### config.mk
export PLATFORM = sky130hd
export DESIGN_NAME = frv_leak_fence_seq_flat
export DESIGN_NICKNAME = d
export VERILOG_FILES = /design/src/rtl/frv_leak_fence_seq_pkg.sv /design/src/rtl/frv_leak_fence_seq_if.sv /design/src/rtl/frv_leak_fence_seq_lfsr.sv /design/src/rtl/frv_leak_fence_seq.sv /design/src/flat_wrapper.sv
export SDC_FILE = /design/constraint.sdc
export NUM_CORES = 1
export LEC_CHECK = 0
export ABC_CLOCK_PERIOD_IN_PS = 1750
export BUFFER_PORTS_ARGS = -buffer_cell sky130_fd_sc_hd__buf_4
export CAP_MARGIN = 20
export CORE_MARGIN = 8
export CORE_UTILIZATION = 41
export DETAILED_ROUTE_END_ITERATION = 10
export PLACE_DENSITY = 0.75
export SYNTH_ARGS = -nofsm -noshare
export SYNTH_HDL_FRONTEND = slang
export SYNTH_HIERARCHICAL = 1
export SYNTH_SLANG_ARGS = --single-unit
### constraint.sdc
create_clock -name g_clk -period 1.75 [get_ports g_clk]
set_input_delay 0.0875 -clock g_clk [delete_from_list [all_inputs] [get_ports g_clk]]
set_output_delay 0.0875 -clock g_clk [all_outputs]
set_load 0.01 [all_outputs]
### src/rtl/frv_leak_fence_seq_pkg.sv
// Shared constants for the leakage-fence sequencer: FSM encoding, LFSR taps, defaults.
package frv_leak_pkg;

    localparam int unsigned LKGCFG_W = 13;

    localparam logic [1:0] ST_IDLE = 2'd0;
    localparam logic [1:0] ST_SCAN = 2'd1;
    localparam logic [1:0] ST_ACK  = 2'd2;

    localparam logic [31:0] PRNG_SEED_DEFAULT = 32'hABCDEF37;

    localparam int unsigned TAP_A = 31;
    localparam int unsigned TAP_B = 21;
    localparam int unsigned TAP_C = 1;
    localparam int unsigned TAP_D = 0;

endpackage

### src/rtl/frv_leak_fence_seq_if.sv
// Scrub-write handshake bus between the fence sequencer and the register-group targets.
interface frv_leak_fence_seq_if #(
    parameter int unsigned XLEN  = 32,
    parameter int unsigned SEL_W = 3
);
    logic             scrub_valid;
    logic             scrub_ready;
    logic [SEL_W-1:0] scrub_sel;
    logic [XLEN-1:0]  scrub_data;

    modport master (output scrub_valid, scrub_sel, scrub_data, input scrub_ready);
    modport slave  (input scrub_valid, scrub_sel, scrub_data, output scrub_ready);
endinterface

### src/rtl/frv_leak_fence_seq_lfsr.sv
// 32-bit Fibonacci LFSR used as the scrub-data PRNG; reads as zero in weak mode.
module frv_leak_lfsr
    import frv_leak_pkg::*;
#(
    parameter int unsigned XLEN   = 32,
    parameter logic [31:0] SEED   = PRNG_SEED_DEFAULT,
    parameter bit          STRONG = 1'b1
) (
    input  logic            g_clk,
    input  logic            g_reset,
    input  logic            step,
    output logic [XLEN-1:0] prng
);

    logic [XLEN-1:0] q;
    logic            lsb;

    assign lsb = ((q[TAP_A] ~^ q[TAP_B]) ~^ q[TAP_C]) ~^ q[TAP_D];

    always_ff @(posedge g_clk) begin
        if (g_reset) begin
            q <= XLEN'(SEED);
        end else if (step) begin
            q <= {q[XLEN-2:0], lsb};
        end
    end

    // Weak mode leaves the register dangling so synthesis prunes it.
    assign prng = STRONG ? q : '0;

endmodule

### src/rtl/frv_leak_fence_seq.sv
// Leakage-fence sequencer: owns lkgcfg and the PRNG, scrubs each enabled group once per fence.
module frv_leak_fence_seq
    import frv_leak_pkg::*;
#(
    parameter int unsigned           XLEN         = 32,
    parameter int unsigned           NUM_GROUPS   = 8,
    parameter int unsigned           SEL_W        = 3,
    parameter bit                    STRONG       = 1'b1,
    parameter logic [LKGCFG_W-1:0]   LKGCFG_RESET = 13'b0,
    parameter logic [31:0]           PRNG_SEED    = 32'hABCDEF37
) (
    input  logic                 g_clk,
    input  logic                 g_reset,
    input  logic                 cfg_load,
    input  logic [XLEN-1:0]      cfg_wdata,
    output logic [LKGCFG_W-1:0]  lkgcfg,
    output logic [XLEN-1:0]      prng,
    input  logic                 fence_req,
    output logic                 fence_ack,
    output logic                 busy,
    frv_leak_fence_seq_if.master scrub
);

    localparam int unsigned XL = XLEN - 1;

    logic [1:0]            state;
    logic [1:0]            state_nxt;
    logic [NUM_GROUPS-1:0] rem;
    logic [NUM_GROUPS-1:0] rem_nxt;
    logic [NUM_GROUPS-1:0] rem_cleared;
    logic [NUM_GROUPS-1:0] cfg_mask;
    logic [SEL_W-1:0]      sel_c;
    logic                  step;
    logic                  unused_cfg_hi;

    assign unused_cfg_hi = ^cfg_wdata[XL:LKGCFG_W];
    assign cfg_mask      = lkgcfg[NUM_GROUPS-1:0];
    assign rem_cleared   = rem & (rem - NUM_GROUPS'(1));

    frv_leak_lfsr #(
        .XLEN   (XLEN),
        .SEED   (PRNG_SEED),
        .STRONG (STRONG)
    ) u_lfsr (
        .g_clk   (g_clk),
        .g_reset (g_reset),
        .step    (step),
        .prng    (prng)
    );

    always_ff @(posedge g_clk) begin
        if (g_reset) begin
            lkgcfg <= LKGCFG_RESET;
        end else if (cfg_load) begin
            lkgcfg <= cfg_wdata[LKGCFG_W-1:0];
        end
    end

    always_ff @(posedge g_clk) begin
        if (g_reset) begin
            state <= ST_IDLE;
            rem   <= '0;
        end else begin
            state <= state_nxt;
            rem   <= rem_nxt;
        end
    end

    // Lowest-set-bit priority encoder over the remaining mask.
    always_comb begin
        sel_c = '0;
        for (int i = int'(NUM_GROUPS) - 1; i >= 0; i--) begin
            if (rem[i]) sel_c = SEL_W'(i);
        end
    end

    always_comb begin
        state_nxt         = state;
        rem_nxt           = rem;
        step              = 1'b0;
        busy              = 1'b0;
        fence_ack         = 1'b0;
        scrub.scrub_valid = 1'b0;
        scrub.scrub_sel   = '0;
        scrub.scrub_data  = '0;
        case (state)
            ST_IDLE: begin
                // Snapshot uses the pre-load lkgcfg, so a same-cycle cfg_load hits the next fence.
                if (fence_req) begin
                    rem_nxt   = cfg_mask;
                    step      = 1'b1;
                    state_nxt = (|cfg_mask) ? ST_SCAN : ST_ACK;
                end
            end
            ST_SCAN: begin
                busy              = 1'b1;
                scrub.scrub_valid = 1'b1;
                scrub.scrub_sel   = sel_c;
                scrub.scrub_data  = prng;
                if (scrub.scrub_ready) begin
                    rem_nxt = rem_cleared;
                    step    = 1'b1;
                    if (rem_cleared == '0) state_nxt = ST_ACK;
                end
            end
            ST_ACK: begin
                busy      = 1'b1;
                fence_ack = 1'b1;
                state_nxt = ST_IDLE;
            end
            default: begin
                state_nxt = ST_IDLE;
            end
        endcase
    end

endmodule

### src/flat_wrapper.sv
// flat-port wrapper written by rule: the top's interface ports become plain ports
module frv_leak_fence_seq_flat import frv_leak_pkg::*;
#(
    parameter int unsigned           XLEN         = 32,
    parameter int unsigned           NUM_GROUPS   = 8,
    parameter int unsigned           SEL_W        = 3,
    parameter bit                    STRONG       = 1'b1,
    parameter logic [LKGCFG_W-1:0]   LKGCFG_RESET = 13'b0,
    parameter logic [31:0]           PRNG_SEED    = 32'hABCDEF37
)
  (g_clk, g_reset, cfg_load, cfg_wdata, lkgcfg, prng, fence_req, fence_ack, busy, scrub_scrub_valid, scrub_scrub_sel, scrub_scrub_data, scrub_scrub_ready);
  frv_leak_fence_seq_if #(.XLEN(XLEN), .SEL_W(SEL_W)) scrub_i ();
  input  logic g_clk;
  input  logic g_reset;
  input  logic cfg_load;
  input  logic [XLEN-1:0] cfg_wdata;
  output logic [LKGCFG_W-1:0] lkgcfg;
  output logic [XLEN-1:0] prng;
  input  logic fence_req;
  output logic fence_ack;
  output logic busy;
  output wire logic [$bits(scrub_i.scrub_valid)-1:0] scrub_scrub_valid;
  output wire logic [$bits(scrub_i.scrub_sel)-1:0] scrub_scrub_sel;
  output wire logic [$bits(scrub_i.scrub_data)-1:0] scrub_scrub_data;
  input wire logic [$bits(scrub_i.scrub_ready)-1:0] scrub_scrub_ready;
  assign scrub_scrub_valid = scrub_i.scrub_valid;
  assign scrub_scrub_sel = scrub_i.scrub_sel;
  assign scrub_scrub_data = scrub_i.scrub_data;
  assign scrub_i.scrub_ready = scrub_scrub_ready;
  frv_leak_fence_seq #(.XLEN(XLEN), .NUM_GROUPS(NUM_GROUPS), .SEL_W(SEL_W), .STRONG(STRONG), .LKGCFG_RESET(LKGCFG_RESET), .PRNG_SEED(PRNG_SEED)) u_core (.g_clk(g_clk), .g_reset(g_reset), .cfg_load(cfg_load), .cfg_wdata(cfg_wdata), .lkgcfg(lkgcfg), .prng(prng), .fence_req(fence_req), .fence_ack(fence_ack), .busy(busy), .scrub(scrub_i));
endmodule
# After elaboration in Yosys (flattened, before gate mapping)
# Cells that the tools add are included.
[op_classes] add_sub_neg=1 mul=0 n_div=0 magnitude_cmp=0 n_eq_ne=5 shift=0 muxes=24 bitwise=4 n_reduce_logical=7
[ops] operator="two-way mux 32 bit" count=1
[ops] operator="two-way mux 3 bit" count=9
[ops] operator="two-way mux 8 bit" count=2
[ops] operator="one-hot mux 8 bit (2 select lines)" count=1
[ops] operator="bitwise AND 8 bit" count=1
[ops] operator="zero test 8 bit" count=1
[ops] operator="two-way mux 2 bit" count=4
[ops] operator="OR reduction 8 bit" count=1
[ops] operator="subtractor 8 x 1 -> 8 bit, second input constant" count=1
[ops] operator="AND reduction 3 bit" count=2
[ops] operator="two-way mux 1 bit" count=5
[ops] operator="inequality test 2 bit, second input constant" count=2
[ops] operator="one-hot mux 2 bit (2 select lines)" count=1
[ops] operator="bitwise XNOR 1 bit" count=3
[ops] operator="equality test 2 x 1 -> 1 bit, second input constant" count=1
[ops] operator="equality test 2 bit, second input constant" count=1
[ops] operator="zero test 2 bit" count=1
[ops] operator="inequality test 2 x 1 -> 1 bit, second input constant" count=1
[ops] operator="one-hot mux 1 bit (2 select lines)" count=1
[ops] operator="nonzero test 2 bit" count=1
[ops] operator="OR reduction 2 bit" count=1
[totals] regBits=55 latch_bits=0 mem_bits_rw=0 rom_bits=0 inputBits=37 output_inout_bits=83 memories=0

# Depth between registers and ports, before layout
[depth] depth_word=9 depth_mapped=9

# Modules after synthesis
# Netlist, hierarchy kept.
[by_module_without_submodules] module="frv_leak_fence_seq" instances=1 cells_per_inst=166 area_per_inst_um2=1315.0
[by_module_without_submodules] module="frv_leak_lfsr" instances=1 cells_per_inst=108 area_per_inst_um2=1178.6

# Worst setup path before layout
# Ideal clock, no wire load.
[synth_path] path_type="register to register" from="register u_core.state[1]" to="register u_core.u_lfsr.q[16] (netlist: u_core/u_lfsr/prng[16])" setup_ns=0.120 t_arrival_ns=1.830 slack_ns=-0.200 stages_incl_launch_ff=10 path_buffers=4 synth_period_minus_slack_ns=1.950 path_cell_list="dfxtp_1 > inv_1 > ha_1 > clkbuf_1 > a22o_1 > clkbuf_2 > inv_1 > buf_2 > buf_2 > a211o_1"
[synth_via] elab_chain_cells=2
[synth_lines] item="start: declaration" line_no="frv_leak_fence_seq.sv:26" source="logic [1:0] state;"
[synth_lines] item="start signal: assignment" line_no="frv_leak_fence_seq.sv:64" source="state <= state_nxt;"
[synth_lines] item="equality test 2 x 1 -> 1 bit or zero test 2 bit (tied branches)" line_no="frv_leak_fence_seq.sv:86" source="case (state)"
[synth_lines] item="one-hot mux 1 bit (2 select lines) *" line_no="frv_leak_fence_seq.sv:86"
[synth_lines] item="via u_core.step" line_no="frv_leak_fence_seq.sv:33" source="logic step;"
[synth_lines] item="end signal: assignment" line_no="frv_leak_fence_seq_lfsr.sv:22" source="q <= XLEN'(SEED);"
[synth_lines] item="end signal: assignment" line_no="frv_leak_fence_seq_lfsr.sv:24" source="q <= {q[XLEN-2:0], lsb};"
[synth_lines] item="end: declaration" line_no="frv_leak_fence_seq_lfsr.sv:15" source="logic [XLEN-1:0] q;"
# The timed path passes the listed nets; every way through them passes the cells marked *.
# A chain may end at the register's enable or synchronous reset.

# Worst setup path in the final report
[layout_path] from="register u_core.rem[0]" to="register u_core.state[0]"
[layout_via] elab_chain_cells=5
[layout_lines] item="start: declaration" line_no="frv_leak_fence_seq.sv:28" source="logic [NUM_GROUPS-1:0] rem;"
[layout_lines] item="start signal: assignment" line_no="frv_leak_fence_seq.sv:65" source="rem <= rem_nxt;"
[layout_lines] item="subtractor 8 x 1 -> 8 bit" line_no="frv_leak_fence_seq.sv:38" source="assign rem_cleared = rem & (rem - NUM_GROUPS'(1));"
[layout_lines] item="bitwise AND 8 bit *" line_no="frv_leak_fence_seq.sv:38"
[layout_lines] item="zero test 8 bit *" line_no="frv_leak_fence_seq.sv:103" source="if (rem_cleared == '0) state_nxt = ST_ACK;"
[layout_lines] item="inequality test 2 x 1 -> 1 bit (no line) *"
[layout_lines] item="AND reduction 3 bit (no line) *"
# Every way passes the cells marked *; elsewhere a longest branch is shown, timed or not.

==> results.toml <==
[sta]
min_period_ps = 1644
tightest_slew_ps = 576.0
clock-skew-final_ps = 4.801
fin_setup_tns_ps = 0
hold_violations = 0
fmax_mhz = 608.3
rsz0062_at_grt = "true"
post-route-period-util_pct = 93.94
whs_ps = 17.10
drv_slew = 0
setup_violations = 0
relSlewSlack_pct = 61.60

[clock_tree]
clock_path_buffers = 2
postCtsSetupRepairBufs = 0
cts_tree = "done"
clkTransAtPathRegs_ps = 100
clkLatencyLatePin_ps = 300
cts_hold_buf = 0
cts.htree.levels = 2
clkSinkCount = 55
root_buffer = "clkbuf_8"
cts_buffers = 5

[floorplan]
die-area_um2 = 8833
io-pin-count = 120
core_area_um2 = 5886
die_h_um = 93.99
die_w_um = 93.99
initial_utilization_pct = 42.37
num_rows = 28

[global_routing]
track_usage_pct = 14.93
antenna_found_initial = 0
grt_pass1_vias = 2181
overflow = 0
grt_max_degree = 57
grt_pass1_wl_mm = 10.78

[synth]
synthCells = 274
synth_adder_area_share_pct = 1.957
synth-xor-area-share_pct = 0.9533
synthSimpleGateAreaFrac_pct = 23.43
synth_cell_types = 36
synth_ff_type = "dfxtp_1"
synth_top_family_by_area = "simple AND/OR/NAND/NOR gates"
netlist_top_cells_area = "dfxtp_1 44%, and2_1 13%, mux2i_1 9.6%"
synth_edf_count = 0
synth_top_area_cell = "dfxtp_1"
ys_seq_area_share_pct = 44.15
synthMuxAreaShare_pct = 9.634
synth_top_cell_area_share_pct = 44.15
synth-compound-area-share_pct = 16.06
syn_area_per_cell_um2 = 9.101
async_flop_share_pct = 0
synthesis.area_um2 = 2494
syn_nets = 314
yosysWarnings = 6
ys_seq_elements = 55

[routing]
drc = 0
viasPerCell = 4.892
num_vias = 2216
wirelength_mm = 6.656
first_iter_violations = 88
drt_pre_antenna_iters = 4
postRouteAntennaNets = 0
routedWlPerCell_um = 14.69

[placement]
place_area_um2 = 3392
port_buffers = 100
gp_congestion = 0.8112
dp_hpwl_mm = 4.925

[cells_and_area]
final_common_cell = "buf_4"
syn_to_final_growth_pct = 40.84
final_layout_size_suffix_gt1_share_pct = 34.66
final_cell_area_um2 = 3512
antenna_cells = 0
nets = 417
fin_util_pct = 59.67
layout_common_cells = "111 x buf_4, 54 x dfxtp_1, 52 x and2_1"

[setup_path]
cp.arrival_ps = 1840
ff2ff_path_depth = 5
critPathRequiredTime_ps = 1950
start_kind = "flip-flop"
critPathCaptureType = "flip-flop"
path_class = "flip-flop to flip-flop"
crit_path_max_fanout = 2

[power]
p_per_area_nw_per_um2 = 1565
vdd_drop_max_v = 0.0008021
leakage_nw = 1.621

[worst_hold_path]
hp-class = "input port to flip-flop"
hold_depth = 3

[job]
drv_cap = 0

[status]
status = "finished clean"
state kept, by name (all words and copies together), names as in the netlist:
register	count
u_core/rem	8
u_core/lkgcfg	13
u_core/state	2
u_core/u_lfsr/prng	32
synth_stat cells, drive strengths merged, types with 2 or more instances:
cell type,number
nor3,4
a211oi,4
nand2b,2
clkbuf,13
a21oi,13
buf,4
and2,52
dfxtp,55
inv,7
nor2,33
o21ai,10
nor2b,2
nand4,2
mux2i,24
ha,3
nor4,2
nand2,9
a211o,22
cells by family after synthesis:
family	after synthesis
adder cells (fa/ha/maj)	4
AND/OR/NAND/NOR	110
flip-flops	55
XOR/XNOR	1
multiplexers	24
AO/OA/AOI/OAI	56
buffers and inverters	24
path summary, 6_finish.rpt:
kind	from	to	slack, ps
setup / recovery	u_core/rem[0]	u_core/state[0]	110
hold / removal	cfg_wdata[7]	u_core/lkgcfg[7]	20
setup reg to reg	u_core/rem[0]	u_core/state[0]	110
hold reg to reg	u_core/lkgcfg[4]	u_core/rem[4]	500
per-stage QoR:
| step | cells | setup WS [ps] | power [mW] |
|---|---|---|---|
| 2_1_floorplan | 274 | 0.7560 | 3.446 |
| 3_3_place_gp | 445 | 95.74 | 4.730 |
| 3_5_place_dp | 445 | 70.52 | 4.786 |
| 4_1_cts | 453 | 34.89 | 5.527 |
| 5_1_grt | 453 | -19.39 | 5.922 |
| 6_report | 453 | 106.0 | 5.498 |
cell type report:
class	instances	area [um^2]
Clock buffer	7	86.33
Clock inverter	1	8.758
Fill cell	544	2374
Inverter	7	26.28
Multi-Input combinational cell	195	1330
Sequential cell	55	1102
Tap cell	75	93.84
Timing Repair Buffer	113	864.6
per-layer routing:
metal	global-route usage [%]	vias up	part of all wire, %
met5	0	-	0
met4	5.020	0	1.5
met3	4.237	7	5.2
met2	25.50	45	51
met1	17.42	1022	42
li1	-	1142	-
critical path, cell delays in order (launching register included):
cell and delay (ps):
dfxtp_1 330, or4_4 550, maj3_2 330, o21ai_2 130, a21oi_1 90, mux2i_1 120
repair_timing:
item / 4_1_cts / 5_1_grt
pin swaps: 0 / 1
hold endpoints to repair: 0 / 0
setup endpoints to repair: 1 / 59
gates resized for setup: 1 / 7
report_power, final:
group / internal (mW) / leakage, nW / switching, mW
clock network: 0.325 / 0.0484 / 0.407
registers: 1.58 / 0.455 / 0.303
logic: 1.52 / 1.12 / 1.36
total: 3.43 / 1.62 / 2.07
(Power assumes the default switching activity.)
